[src/rtl/trigger_pkg.sv]
// Shared definitions for the frontend trigger CSR block: CSR addresses,
// mcontrol bit positions, match-type encodings, the trigger count, the
// per-entry stored-field struct and the legalize/readback helpers.
package trigger_pkg;

  localparam int NUM_TRIGGERS = 4;

  localparam logic [11:0] CSR_TSELECT = 12'h7A0;
  localparam logic [11:0] CSR_TDATA1  = 12'h7A1;
  localparam logic [11:0] CSR_TDATA2  = 12'h7A2;

  // mcontrol bit offsets
  localparam int MC_TYPE_HI   = 63;
  localparam int MC_TYPE_LO   = 60;
  localparam int MC_DMODE     = 59;
  localparam int MC_SELECT    = 19;
  localparam int MC_ACTION_HI = 15;
  localparam int MC_ACTION_LO = 12;
  localparam int MC_CHAIN     = 11;
  localparam int MC_MATCH_HI  = 10;
  localparam int MC_MATCH_LO  = 7;
  localparam int MC_M         = 6;
  localparam int MC_S         = 4;
  localparam int MC_U         = 3;
  localparam int MC_EXECUTE   = 2;

  localparam logic [3:0] MCONTROL_TYPE = 4'd2;

  // Match-type encodings kept by the hardware
  localparam logic [1:0] MT_EQUAL = 2'd0;
  localparam logic [1:0] MT_GE    = 2'd2;
  localparam logic [1:0] MT_LT    = 2'd3;

  localparam logic [1:0] PRIV_U = 2'd0;
  localparam logic [1:0] PRIV_S = 2'd1;
  localparam logic [1:0] PRIV_M = 2'd3;

  typedef struct packed {
    logic       dmode;
    logic       select;
    logic [3:0] action;
    logic       chain;
    logic [1:0] match_type;
    logic       m;
    logic       s;
    logic       u;
    logic       execute;
  } tdata1_t;

  // Turn a raw mcontrol write into the fields this hardware can hold.
  function automatic tdata1_t legalize_mcontrol(input logic [63:0] wdata,
                                                input logic        old_dmode,
                                                input logic        debug_mode,
                                                input logic        is_last);
    tdata1_t    t;
    logic [3:0] w_match;
    logic [3:0] w_action;
    w_match  = wdata[MC_MATCH_HI:MC_MATCH_LO];
    w_action = wdata[MC_ACTION_HI:MC_ACTION_LO];
    t.dmode  = debug_mode ? wdata[MC_DMODE] : old_dmode;
    t.select = wdata[MC_SELECT];
    t.action = (w_action > 4'd1) ? 4'd0 : w_action;
    // The last trigger has nothing to chain into.
    t.chain  = is_last ? 1'b0 : wdata[MC_CHAIN];
    case (w_match)
      4'd0:    t.match_type = MT_EQUAL;
      4'd2:    t.match_type = MT_GE;
      4'd3:    t.match_type = MT_LT;
      default: t.match_type = MT_EQUAL;
    endcase
    t.m       = wdata[MC_M];
    t.s       = wdata[MC_S];
    t.u       = wdata[MC_U];
    t.execute = wdata[MC_EXECUTE];
    return t;
  endfunction

  // Software view of tdata1: type is always mcontrol, unheld bits read 0.
  function automatic logic [63:0] tdata1_read(input tdata1_t t);
    logic [63:0] r;
    r = 64'd0;
    r[MC_TYPE_HI:MC_TYPE_LO]     = MCONTROL_TYPE;
    r[MC_DMODE]                  = t.dmode;
    r[MC_SELECT]                 = t.select;
    r[MC_ACTION_HI:MC_ACTION_LO] = t.action;
    r[MC_CHAIN]                  = t.chain;
    r[MC_MATCH_HI:MC_MATCH_LO]   = {2'b00, t.match_type};
    r[MC_M]                      = t.m;
    r[MC_S]                      = t.s;
    r[MC_U]                      = t.u;
    r[MC_EXECUTE]                = t.execute;
    return r;
  endfunction

endpackage

[src/rtl/trigger_entry_reg.sv]
// One trigger entry: tdata1 fields and tdata2, with write acceptance and
// legalization.
// Ports: clock/reset; i_wen_tdata1/i_wen_tdata2 write strobes already
// qualified by tselect; i_wdata write data; i_debug_mode hart debug state;
// o_accept write accepted this cycle; o_tdata1/o_tdata2 stored state;
// o_tdata1_nxt/o_tdata2_nxt the state after this cycle's write.
module trigger_entry_reg
  import trigger_pkg::*;
#(
  parameter bit IS_LAST = 1'b0
) (
  input  logic        clock,
  input  logic        reset,
  input  logic        i_wen_tdata1,
  input  logic        i_wen_tdata2,
  input  logic [63:0] i_wdata,
  input  logic        i_debug_mode,
  output logic        o_accept,
  output tdata1_t     o_tdata1,
  output tdata1_t     o_tdata1_nxt,
  output logic [63:0] o_tdata2,
  output logic [63:0] o_tdata2_nxt
);

  tdata1_t     r_tdata1;
  logic [63:0] r_tdata2;
  tdata1_t     w_tdata1_nxt;
  logic [63:0] w_tdata2_nxt;
  logic        w_locked;
  logic        w_acc_t1;
  logic        w_acc_t2;

  // Acceptance and next-state: debug-owned entries are locked outside debug mode.
  always_comb begin
    w_locked     = r_tdata1.dmode & ~i_debug_mode;
    w_acc_t1     = i_wen_tdata1 & ~w_locked &
                   (i_wdata[MC_TYPE_HI:MC_TYPE_LO] == MCONTROL_TYPE);
    w_acc_t2     = i_wen_tdata2 & ~w_locked;
    w_tdata1_nxt = r_tdata1;
    w_tdata2_nxt = r_tdata2;
    if (w_acc_t1) begin
      w_tdata1_nxt = legalize_mcontrol(i_wdata, r_tdata1.dmode, i_debug_mode, IS_LAST);
    end else begin
      w_tdata1_nxt = r_tdata1;
    end
    if (w_acc_t2) begin
      w_tdata2_nxt = i_wdata;
    end else begin
      w_tdata2_nxt = r_tdata2;
    end
  end

  // Entry state registers.
  always_ff @(posedge clock or negedge reset) begin
    if (!reset) begin
      r_tdata1 <= '0;
      r_tdata2 <= 64'd0;
    end else begin
      r_tdata1 <= w_tdata1_nxt;
      r_tdata2 <= w_tdata2_nxt;
    end
  end

  assign o_accept     = w_acc_t1 | w_acc_t2;
  assign o_tdata1     = r_tdata1;
  assign o_tdata1_nxt = w_tdata1_nxt;
  assign o_tdata2     = r_tdata2;
  assign o_tdata2_nxt = w_tdata2_nxt;

endmodule

[src/rtl/frontend_trigger_csr.sv]
// Frontend trigger CSR block: tselect/tdata1/tdata2 access to four mcontrol
// triggers, update notification towards the frontend, and registered
// per-trigger enables for the current privilege level.
// Ports: clock, reset (async active-low); csr_wen/csr_waddr/csr_wdata write;
// csr_ren/csr_raddr/csr_rdata read (one-cycle, write-first); priv,
// debug_mode_in, tcontrol_mte status; io_frontendTrigger_* outputs
// (tUpdate pulse + bits, tEnableVec_0..3, debugMode, triggerCanRaiseBpExp).
module frontend_trigger_csr
  import trigger_pkg::*;
(
  input  logic        clock,
  input  logic        reset,
  input  logic        csr_wen,
  input  logic [11:0] csr_waddr,
  input  logic [63:0] csr_wdata,
  input  logic        csr_ren,
  input  logic [11:0] csr_raddr,
  output logic [63:0] csr_rdata,
  input  logic [1:0]  priv,
  input  logic        debug_mode_in,
  input  logic        tcontrol_mte,
  output logic        io_frontendTrigger_tUpdate_valid,
  output logic [1:0]  io_frontendTrigger_tUpdate_bits_addr,
  output logic [1:0]  io_frontendTrigger_tUpdate_bits_tdata_matchType,
  output logic        io_frontendTrigger_tUpdate_bits_tdata_select,
  output logic [3:0]  io_frontendTrigger_tUpdate_bits_tdata_action,
  output logic        io_frontendTrigger_tUpdate_bits_tdata_chain,
  output logic [63:0] io_frontendTrigger_tUpdate_bits_tdata_tdata2,
  output logic        io_frontendTrigger_tEnableVec_0,
  output logic        io_frontendTrigger_tEnableVec_1,
  output logic        io_frontendTrigger_tEnableVec_2,
  output logic        io_frontendTrigger_tEnableVec_3,
  output logic        io_frontendTrigger_debugMode,
  output logic        io_frontendTrigger_triggerCanRaiseBpExp
);

  logic [1:0]               r_tselect;
  logic [1:0]               w_tselect_nxt;
  logic                     w_wr_tselect;
  logic                     w_wr_tdata1;
  logic                     w_wr_tdata2;
  logic [NUM_TRIGGERS-1:0]  w_accept;
  logic                     w_upd;
  tdata1_t                  w_t1     [NUM_TRIGGERS];
  tdata1_t                  w_t1_nxt [NUM_TRIGGERS];
  logic [63:0]              w_t2     [NUM_TRIGGERS];
  logic [63:0]              w_t2_nxt [NUM_TRIGGERS];
  tdata1_t                  w_sel_t1_nxt;
  logic [63:0]              w_sel_t2_nxt;
  logic [63:0]              w_rdata;
  logic [NUM_TRIGGERS-1:0]  w_en;

  logic                     r_upd_valid;
  logic [1:0]               r_upd_addr;
  tdata1_t                  r_upd_t1;
  logic [63:0]              r_upd_t2;
  logic [NUM_TRIGGERS-1:0]  r_en;
  logic                     r_debug_mode;
  logic                     r_bp_exp;
  logic [63:0]              r_rdata;

  // Write decode and WARL tselect next value.
  always_comb begin
    w_wr_tselect  = csr_wen & (csr_waddr == CSR_TSELECT);
    w_wr_tdata1   = csr_wen & (csr_waddr == CSR_TDATA1);
    w_wr_tdata2   = csr_wen & (csr_waddr == CSR_TDATA2);
    w_tselect_nxt = r_tselect;
    if (w_wr_tselect && (csr_wdata[63:2] == 62'd0)) begin
      w_tselect_nxt = csr_wdata[1:0];
    end else begin
      w_tselect_nxt = r_tselect;
    end
  end

  for (genvar i = 0; i < NUM_TRIGGERS; i++) begin : g_entry
    trigger_entry_reg #(
      .IS_LAST(i == NUM_TRIGGERS - 1)
    ) u_entry (
      .clock        (clock),
      .reset        (reset),
      .i_wen_tdata1 (w_wr_tdata1 & (r_tselect == 2'(i))),
      .i_wen_tdata2 (w_wr_tdata2 & (r_tselect == 2'(i))),
      .i_wdata      (csr_wdata),
      .i_debug_mode (debug_mode_in),
      .o_accept     (w_accept[i]),
      .o_tdata1     (w_t1[i]),
      .o_tdata1_nxt (w_t1_nxt[i]),
      .o_tdata2     (w_t2[i]),
      .o_tdata2_nxt (w_t2_nxt[i])
    );
  end

  // Update payload is the written entry's post-write contents, captured now so
  // a following write cannot alter a pulse already in flight.
  always_comb begin
    w_upd        = |w_accept;
    w_sel_t1_nxt = w_t1_nxt[r_tselect];
    w_sel_t2_nxt = w_t2_nxt[r_tselect];
  end

  // Write-first read mux: sees tselect and entry state after this cycle's write.
  always_comb begin
    w_rdata = 64'd0;
    case (csr_raddr)
      CSR_TSELECT: w_rdata = {62'd0, w_tselect_nxt};
      CSR_TDATA1:  w_rdata = tdata1_read(w_t1_nxt[w_tselect_nxt]);
      CSR_TDATA2:  w_rdata = w_t2_nxt[w_tselect_nxt];
      default:     w_rdata = 64'd0;
    endcase
  end

  // Per-trigger execute enable for the current privilege (priv 2 is reserved).
  always_comb begin
    w_en = '0;
    for (int i = 0; i < NUM_TRIGGERS; i++) begin
      w_en[i] = w_t1[i].execute & (((priv == PRIV_M) & w_t1[i].m) |
                                   ((priv == PRIV_S) & w_t1[i].s) |
                                   ((priv == PRIV_U) & w_t1[i].u));
    end
  end

  // tselect, update pulse and all registered outputs.
  always_ff @(posedge clock or negedge reset) begin
    if (!reset) begin
      r_tselect    <= 2'd0;
      r_upd_valid  <= 1'b0;
      r_upd_addr   <= 2'd0;
      r_upd_t1     <= '0;
      r_upd_t2     <= 64'd0;
      r_en         <= '0;
      r_debug_mode <= 1'b0;
      r_bp_exp     <= 1'b0;
      r_rdata      <= 64'd0;
    end else begin
      r_tselect    <= w_tselect_nxt;
      r_upd_valid  <= w_upd;
      if (w_upd) begin
        r_upd_addr <= r_tselect;
        r_upd_t1   <= w_sel_t1_nxt;
        r_upd_t2   <= w_sel_t2_nxt;
      end else begin
        r_upd_addr <= r_upd_addr;
        r_upd_t1   <= r_upd_t1;
        r_upd_t2   <= r_upd_t2;
      end
      r_en         <= w_en;
      r_debug_mode <= debug_mode_in;
      r_bp_exp     <= (priv != PRIV_M) | tcontrol_mte;
      if (csr_ren) begin
        r_rdata <= w_rdata;
      end else begin
        r_rdata <= r_rdata;
      end
    end
  end

  assign csr_rdata                                       = r_rdata;
  assign io_frontendTrigger_tUpdate_valid                = r_upd_valid;
  assign io_frontendTrigger_tUpdate_bits_addr            = r_upd_addr;
  assign io_frontendTrigger_tUpdate_bits_tdata_matchType = r_upd_t1.match_type;
  assign io_frontendTrigger_tUpdate_bits_tdata_select    = r_upd_t1.select;
  assign io_frontendTrigger_tUpdate_bits_tdata_action    = r_upd_t1.action;
  assign io_frontendTrigger_tUpdate_bits_tdata_chain     = r_upd_t1.chain;
  assign io_frontendTrigger_tUpdate_bits_tdata_tdata2    = r_upd_t2;
  assign io_frontendTrigger_tEnableVec_0                 = r_en[0];
  assign io_frontendTrigger_tEnableVec_1                 = r_en[1];
  assign io_frontendTrigger_tEnableVec_2                 = r_en[2];
  assign io_frontendTrigger_tEnableVec_3                 = r_en[3];
  assign io_frontendTrigger_debugMode                    = r_debug_mode;
  assign io_frontendTrigger_triggerCanRaiseBpExp         = r_bp_exp;

endmodule
[config.mk]
export PLATFORM = sky130hd
export DESIGN_NAME = frontend_trigger_csr
export DESIGN_NICKNAME = d
export VERILOG_FILES = /design/src/rtl/trigger_pkg.sv /design/src/rtl/trigger_entry_reg.sv /design/src/rtl/frontend_trigger_csr.sv
export SDC_FILE = /design/constraint.sdc
export NUM_CORES = 1
export LEC_CHECK = 0
export ABC_AREA = 1
export CORE_AREA = 2 2 203 205
export DETAILED_ROUTE_END_ITERATION = 8
export DIE_AREA = 0 0 205 207
export GPL_TIMING_DRIVEN = 0
export MAX_ROUTING_LAYER = met4
export PLACE_DENSITY = 0.75
export SYNTH_ARGS = -nofsm -noshare
export SYNTH_HDL_FRONTEND = slang
export SYNTH_SLANG_ARGS = --single-unit
[constraint.sdc]
create_clock -name clock -period 2.39 [get_ports clock]
set_input_delay 0.478 -clock clock [delete_from_list [all_inputs] [get_ports clock]]
set_output_delay 0.478 -clock clock [all_outputs]
set_load 0.03 [all_outputs]
### Word-level counts from Yosys, hierarchy flattened

Index checks and enable logic that the tools add are counted.

* register bits after elaboration: 455
* word-level logic and storage cells: 166

* $lt $le $gt $ge: 3
* equal/unequal tests: 15
* muxes and demuxes: 28
* bitwise logic cells: 63
* reduce and logical (&&, ||, !) cells: 5

Operators by type and width (number)
* $mux 64: 8
* $bmux 64 s2: 2
* $pmux 64 s3: 1
* $mux 13: 6
* $eq 12x11->1 const B: 6
* $logic_not 62->1: 1
* $bmux 13 s2: 2
* $and 1x1->1: 43
* $mux 12: 2
* $or 1x1->1: 13
* $eq 4x2->1 const B: 3
* $eq 2x2->1 const B: 3
* $ge 3x3->1 const B: 2
* $not 2->3: 2
* $not 1->1: 5
* $eq 2x1->1 const B: 2
* $gt 4x1->1 const B: 1
* $logic_not 2->1: 2
* $mux 1: 4
* $mux 4: 1
* $pmux 2 s2: 1
* $reduce_or 4->1: 1
* $mux 2: 1
* $ne 2x2->1 const B: 1
* $logic_and 1x1->1: 1

### Depth between registers and ports, before layout

* depth after elaboration: 10
* gate-level depth with buffers: 17

### Modules after synthesis

Synthesis repeated with hierarchy kept, for this count alone.

* cell total of the unflattened synthesis: 2998
* area total of the unflattened synthesis: 22934.5 sq um

By module, submodules not included
* frontend_trigger_csr: times used 1, cells each 1596, area an instance 10376.2 sq um, sequential area each 3678.5 sq um
* trigger_entry_reg at g_entry[0].u_entry ...: times used 3, cells each 350, area an instance 3143.0 sq um, sequential area each 1926.8 sq um
* trigger_entry_reg at g_entry[3].u_entry: times used 1, cells each 352, area an instance 3129.3 sq um, sequential area each 1926.8 sq um

### Least setup slack after synthesis

No wires, ideal clock.

* kind: input -> register
* from: in csr_wdata[2]
* to: reg r_rdata[3], in the netlist csr_rdata[3]
* setup time: 0.117 ns
* data arrival time: 1.936 ns
* required time: 2.273 ns
* setup slack: 0.336 ns
* cell stages on the path: 15
* path through: buf_2 nor2_1 nand2_1 nor2_1 nand2_1 nor2_4 nand4_4 nand2_2 buf_6 buf_2 nand2_1 nand3_1 nand3_1 nand3_1 nand2_1

* longest elaborated chain between the ends: 8
* elaborated cells between the ends (all ways): 11
* classes of those cells: mux: 8; bitwise: 1; reduce/logical: 2

RTL lines
* start: declaration: line frontend_trigger_csr.sv:15 `input logic [63:0] csr_wdata,`
* $logic_not 62->1 (*): line frontend_trigger_csr.sv:68 `if (w_wr_tselect && (csr_wdata[63:2] == 62'd0)) begin`
* $logic_and 1x1->1 (*): line frontend_trigger_csr.sv:68
* $mux 2 (*): line frontend_trigger_csr.sv:68
* $not 2->3 (not written as such) (*): line frontend_trigger_csr.sv:106, frontend_trigger_csr.sv:107
* $bmux 64 s2 / $bmux 13 s2 (equally long branches): line frontend_trigger_csr.sv:107, frontend_trigger_csr.sv:106
* $mux 64 (not written as such) / $mux 13 (equally long branches) (2 in series): line frontend_trigger_csr.sv:107, frontend_trigger_csr.sv:106
* $pmux 64 s3 (*): line frontend_trigger_csr.sv:104 `case (csr_raddr)`
* end signal: assignment: line frontend_trigger_csr.sv:150 `r_rdata <= w_rdata;`
* end signal: assignment: line frontend_trigger_csr.sv:152 `r_rdata <= r_rdata;`
* end: declaration: line frontend_trigger_csr.sv:60 `logic [63:0] r_rdata;`

Every way passes the cells marked *; elsewhere a longest branch is shown, timed or not. The select of a mux whose other input is x is not followed.
A chain may end at the register's enable or synchronous reset.

### Worst setup path in the final report

* from: in csr_wdata[17]
* to: reg r_rdata[15], in the netlist csr_rdata[15]

Same word-level chain as after synthesis.

==> results.tsv <==
metric	value	unit
Worst EP arrival	2910	ps
status	finished with violations	
critical path's top delay family	simple AND/OR/NAND/NOR gates	
Fill cells	3332	
CP cell instances	clkdlybuf4s50_1 -> nor2_2 -> nand2_2 -> nor2_2 -> nand2_2 -> nor2_4 -> nand4_4 -> nand2_8 -> buf_12 -> buf_12 -> buf_4 -> nand2_1 -> nand3_1 -> nand3_1 -> nand3_2 -> nand2_1	
worst reg-to-reg path cell count	11	
Tot Pwr	16.50	mW
Max Freq	0.4107	GHz
die width	205	microns
Post-synth EDFFs	0	
worst hold stages	3	
Worst Hold Class	in -> reg	
share of the synthesized area in the top cell type	51.92	%
crit path time final	2435	ps
Buf/Inv on CP	4	
Buffers on Ports	238	
CTS tree	built	
number of max-cap violations	0	
via count	22480	
synth top area cells	dfrtp_1, nand2_1, nand3_1	
clock tree buffer depth	3	
global route overflow	0	
largest net degree at the start of global routing	129	
area delta synth->final	28.70	%
antenna violations before repair	2	
Clk Latency, worst-skew pair	600	ps
Critical Path End Type	flop	
DRC violations left	0	
TritonCTS Sinks	455	
Most used DFF post-synth	dfrtp_1	
Max-slew headroom	31.33	%
final setup violation count	2	
Async SR Flop Fraction	100.0	%
Leakage	13.62	nW
origin of the worst setup path	csr_wdata[17]	
Synth cell types	38	
Final #Nets	3287	
reg-to-reg setup timing slack	50	ps
failing checks	setup timing	
Die ar.	42440	sq um
worst setup margin	-44.98	ps
Final Instance Area	28220	sq um
Yosys warnings	0	
min-delay src	csr_wdata[36]	
crit start category	input pin	
DR vias/cell	5.976	
CORE AREA	40370	sq um
Routed Wire Length	88210	microns
Synth Instances	2875	
Initial Util	54.32	%
FF+latch count, synth	455	
final slew viol count	0	
first-pass GRT wire length	129600	microns
Starting DRT DRC Count	3114	
CP max stage delay	450	ps
Synth Area per Inst	7.628	sq um
Num CTS Buffers	47	
share of cells above drive strength 1	13.20	%
Synth Net Count	2971	
area of placed instances	25090	sq um
HPWL after detailed placement	61480	microns
RSZ-0062 raised after global routing	yes	
critical path's slowest cell	clkdlybuf4s50_1	
worst slack, placed	-1255	ps
gp weighted congestion	0.9798	
Cell Rows	74	
IO Pins	241	
Reg-to-Reg End	csr_rdata[15]	
critical path type	in -> reg	
die height	207	microns
clk_skew	18.24	ps
VDD IR-drop max	0.0005402	V
Worst EP required	2870	ps
sequential share of the synthesized area	51.92	%
wire length per cell after detailed routing	23.45	microns
TNS Setup	-65.39	ps
vias in the first global route	21380	
Routed Antenna Nets	0	
Slew @ Worst Pin	1030	ps
Final Hold Fails	0	
PD cells	584.6	nW/um^2
WHS Endpoint	g_entry[0].u_entry.o_tdata2[36]	
cell area after synthesis	21930	sq um
CP Max Fanout	7	
worst r2r src	r_tselect[0]	
Synth area leader	dfrtp_1	
clock transition at the registers of the reported paths	60	ps
period utilization	101.9	%
CTS Root Cell	clkbuf_16	
H-Tree Depth	2	
Total Routing Usage GR	42.10	%
DRT Pass-1 Iters	6	
report_power, final:
group          total, mW  internal, mW  leakage, nW  switching, mW
logic              0.679         0.214         6.70          0.465
clock network       8.09          4.85        0.836           3.24
registers           7.73          7.72         6.08        0.00707
total               16.5          12.8         13.6           3.72
registers in the layout, summed over array words and instances (netlist names), 2 cells and up:
| signal | flops |
|---|---|
| r_en | 4 |
| g_entry.u_entry.o_tdata2 | 256 |
| g_entry.u_entry.o_tdata1 | 52 |
| csr_rdata | 64 |
| io_frontendTrigger_tUpdate_bits_tdata_tdata2 | 64 |
| io_frontendTrigger_tUpdate_bits_tdata_matchType | 2 |
| r_tselect | 2 |
| io_frontendTrigger_tUpdate_bits_addr | 2 |
| io_frontendTrigger_tUpdate_bits_tdata_action | 4 |
worst max-delay path by stage:
stage	to	slack, ps	cells past startpoint
detailed placement	csr_rdata[19]	-1260	10
floorplan	csr_rdata[3]	340	15
global route	csr_rdata[15]	-30	14
CTS	csr_rdata[19]	-40	14
global placement	io_frontendTrigger_tUpdate_bits_tdata_tdata2[23]	-19150	1
finish	csr_rdata[15]	-40	16
cell usage after synthesis, types with 2 or more instances:
| library cell | number |
|---|---|
| a21oi_1 | 61 |
| a31oi_1 | 14 |
| a41oi_1 | 5 |
| and3_1 | 14 |
| buf_1 | 29 |
| buf_2 | 74 |
| buf_4 | 17 |
| buf_6 | 3 |
| clkbuf_1 | 54 |
| dfrtp_1 | 455 |
| inv_1 | 237 |
| inv_2 | 12 |
| nand2_1 | 1034 |
| nand3_1 | 306 |
| nand3_2 | 3 |
| nand3_4 | 2 |
| nand3b_1 | 5 |
| nand4_1 | 10 |
| nor2_1 | 178 |
| nor2_2 | 4 |
| nor3_1 | 8 |
| nor4_2 | 2 |
| o21a_1 | 23 |
| o21ai_0 | 73 |
| o21ai_1 | 204 |
| o22ai_1 | 36 |
worst reg2reg max path, stage by stage (launching register included):
cell and delay, ps:
dfrtp_1 450, nand2_1 100, a21oi_1 260, nand3_2 200
buf_8 200, buf_2 240, o21a_1 260, nand2_1 80
nand3_1 130, nand3_1 160, nand3_2 120, nand2_1 90
cell usage in the layout, fill, tap and decap left out, types with 12 or more instances in the layout:
cell / instances
nand2_1: 1019
dfrtp_1: 455
nand3_1: 273
inv_1: 231
o21ai_1: 199
clkdlybuf4s50_1: 190
nor2_1: 144
a21oi_1: 59
buf_4: 58
clkbuf_16: 52
o21ai_0: 44
clkbuf_2: 43
buf_2: 36
o22ai_1: 36
dlymetal6s2s_1: 34
o21ai_2: 30
nand3_2: 28
nor2_2: 24
o21a_1: 21
clkbuf_1: 21
buf_6: 19
inv_2: 17
nor2_4: 15
nand2_2: 15
clkbuf_8: 15
and3_1: 14
a31oi_1: 14
dlygate4sd2_1: 12
logic make-up (layout without fill, tap and decap cells):
kind of cell,Yosys count,after routing,share of synthesized area (%)
other,0,1,0
flip-flops,455,455,51.92
buffers and inverters,426,779,8.107
AND/OR/NAND/NOR,1575,1575,29.69
AO/OA/AOI/OAI,419,419,10.28
final cells by class:
cell class	instances	area (sq um)	share of cell area (%)
diodes	1	2.502	0.008866
multi-input cells	1994	9402	33.31
clock buffers	69	1409	4.992
repair buffers	267	2890	10.24
plain buffers	177	1250	4.429
well taps	532	665.6	2.358
clock inverters	17	281.5	0.9975
inverters	249	937.1	3.320
flip-flops and latches	455	11390	40.34
timing repair:
item	CTS	global route
buffers inserted	10	9
pin swaps	11	45
gates cloned	0	5
endpoints found under the hold margin	40	0
gates resized for setup	184	260
endpoints found under the setup margin	138	136
hold buffers	1	0
metal layers:
layer	part of all wire, %	routed length, microns	track usage [%]
met5	0	0	-
met4	4.8	4269	19.08
met3	13	11190	10.35
met2	43	37850	58.40
met1	40	34900	58.36
per-stage QoR:
stage               util (%)  std cells  hold WS [ps]
floorplan                  -       2875         182.4
global placement       61.87       3645         465.6
detailed placement     62.16       3649         399.4
CTS                    67.71       3746         311.4
global route           69.91       3761         320.3
finish                 69.91       3761         298.2
Note: power is estimated with default switching activity, not from simulation.
==> RTL change: new RTL, same flow settings <==
Take the reset off `r_tdata2` and load it in a clocked block of its own.
--- a/src/rtl/trigger_entry_reg.sv
+++ b/src/rtl/trigger_entry_reg.sv
@@ -56,7 +56,9 @@
       r_tdata1 <= '0;
-      r_tdata2 <= 64'd0;
     end else begin
       r_tdata1 <= w_tdata1_nxt;
-      r_tdata2 <= w_tdata2_nxt;
     end
+  end
+
+  always_ff @(posedge clock) begin
+    r_tdata2 <= w_tdata2_nxt;
   end
Check against the original RTL: not equivalent (Yosys sat finds a counterexample within 4 cycles, from zero or initial values and one cycle with reset low).
==> RTL change against the unedited design <==
- cell area is 5.6% lower
- combinational power is 15% lower
- cell count is 0.27% lower
- area after synthesis is 5.8% lower
- count of clock-buffer cells in the layout is 5 lower
- total power is 0.33% higher
- the flow still finishes with violations (negative setup slack)
- routed wire length is 3.8% lower
- setup slack better by 0.023 ns
- sequential cell count stayed put
- critical endpoint is now csr_rdata[19]
- synthesized cell count stayed put
==> RTL change: results (changes against the unedited design) <==
| Parameter | Reported | Unit | Change |
| --- | --- | --- | --- |
| Reg area | 10100 | um^2 | was 11400 um^2 |
| Net total in the final layout | 3274 | - | was 3287 |
| HPWL Detailed | 58.6 | mm | was 61.5 mm |
| Final Total Pwr | 16.6 | mW | was 16.5 mW |
| Slew HR | 27.8 | % | was 31.3% |
| P_seq | 7.66 | mW | was 7.73 mW |
| Clock-cell share of area | 6.54 | % | was 5.99% |
| Final Worst Setup Slack | -0.0220 | ns | was -0.0450 ns |
| Area contributors post-synth | sky130_fd_sc_hd__dfxtp_1, sky130_fd_sc_hd__dfrtp_1, sky130_fd_sc_hd__nand2_1 | - | was sky130_fd_sc_hd__dfrtp_1, sky130_fd_sc_hd__nand2_1, sky130_fd_sc_hd__nand3_1 |
| Setup violation total in the final timing report | 1 | - | was 2 |
| Vias in the first global route | 20667 | - | was 21380 |
| P_clk | 8.32 | mW | was 8.09 mW |
| Met3 Resource Use GR | 8.94 | % | was 10.4% |
| Flip-flop and latch share of the layout cell area | 37.9 | % | was 40.3% |
| Worst VDD drop | 0.000607 | V | was 0.000540 V |
| Clock network latency to the later pin of the worst-skew pair | 0.62 | ns | was 0.60 ns |
| Largest net degree at the start of global routing | 119 | - | was 129 |
| Sequential-to-total area share from yosys stat | 48.9 | % | was 51.9% |
| Data-path buffer share of cell area in the final layout | 14.5 | % | was 14.7% |
| Drt initial violations | 3196 | - | was 3114 |
| Count of buffers not belonging to the clock network in the layout | 430 | - | was 444 |
| Final routed wirelength across all metal layers | 84.8 | mm | was 88.2 mm |
| Non-filler cells in the finished layout | 3751 | - | was 3761 |
| Internal Pwr Total | 12.8 | mW | about the same |
| Routability cong. | 1.02 | - | was 0.980 |
| Detailed Routing Iterations Pass 1 | 9 | - | was 6 |
| Setup Skew | 0.0263 | ns | was 0.0182 ns |
| Count of clock-net buffers in the final layout | 64 | - | was 69 |
| Area of the multi-input gates | 9330 | um^2 | was 9400 um^2 |
| Leakage power summed over all cells | 12.0 | nW | was 13.6 nW |
| Fraction of layout instances using a drive strength above 1 | 12.6 | % | was 13.2% |
| Global-route usage over all layers | 40.2 | % | was 42.1% |
| Failing checks | negative setup slack | - | unchanged |
| Average vias per placed instance | 5.85 | - | was 5.98 |
| Critical path fanouts, max | 10 | - | was 7 |
| Highest cell delay on the worst timing path | 0.50 | ns | was 0.45 ns |
| Wire length of the first global-routing pass | 125 | mm | was 130 mm |
| Met2 Resource Use GR | 56.3 | % | was 58.4% |
| Outcome | complete, but fails checks | - | unchanged |
| Prevailing post-synth register cell | sky130_fd_sc_hd__dfxtp_1 | - | was sky130_fd_sc_hd__dfrtp_1 |
| Wire length on met1 | 34.4 | mm | was 34.9 mm |
| Total CTS buffers | 48 | - | was 47 |
-- RTL change: cell types whose count changed after synthesis, sizes merged --
cell	before	now
dfrtp	455	199
dfxtp	0	256
-- RTL change: path summary, 6_finish.rpt --
path                                                                    end  slack [ns]                       startpoint
setup reg to reg           io_frontendTrigger_tUpdate_bits_tdata_tdata2[43]        0.02                     r_tselect[0]
max in group asynchronous                                      r_tselect[0]        0.88                            reset
hold reg to reg                             g_entry[1].u_entry.o_tdata2[14]        0.47  g_entry[1].u_entry.o_tdata2[14]
hold / removal                               g_entry[2].u_entry.o_tdata2[7]        0.27                     csr_wdata[7]
min in group asynchronous                                     csr_rdata[12]        0.44                            reset
setup / recovery                                              csr_rdata[19]       -0.02                    csr_wdata[62]
-- RTL change: cells by family after synthesis --
kind of cell | count (synthesis) | share of synthesized area, %
buffers and inverters | 426 | 8.61
and+or+nand+nor | 1575 | 31.5
DFF | 455 | 48.9
AOI/OAI and AO/OA | 419 | 10.9
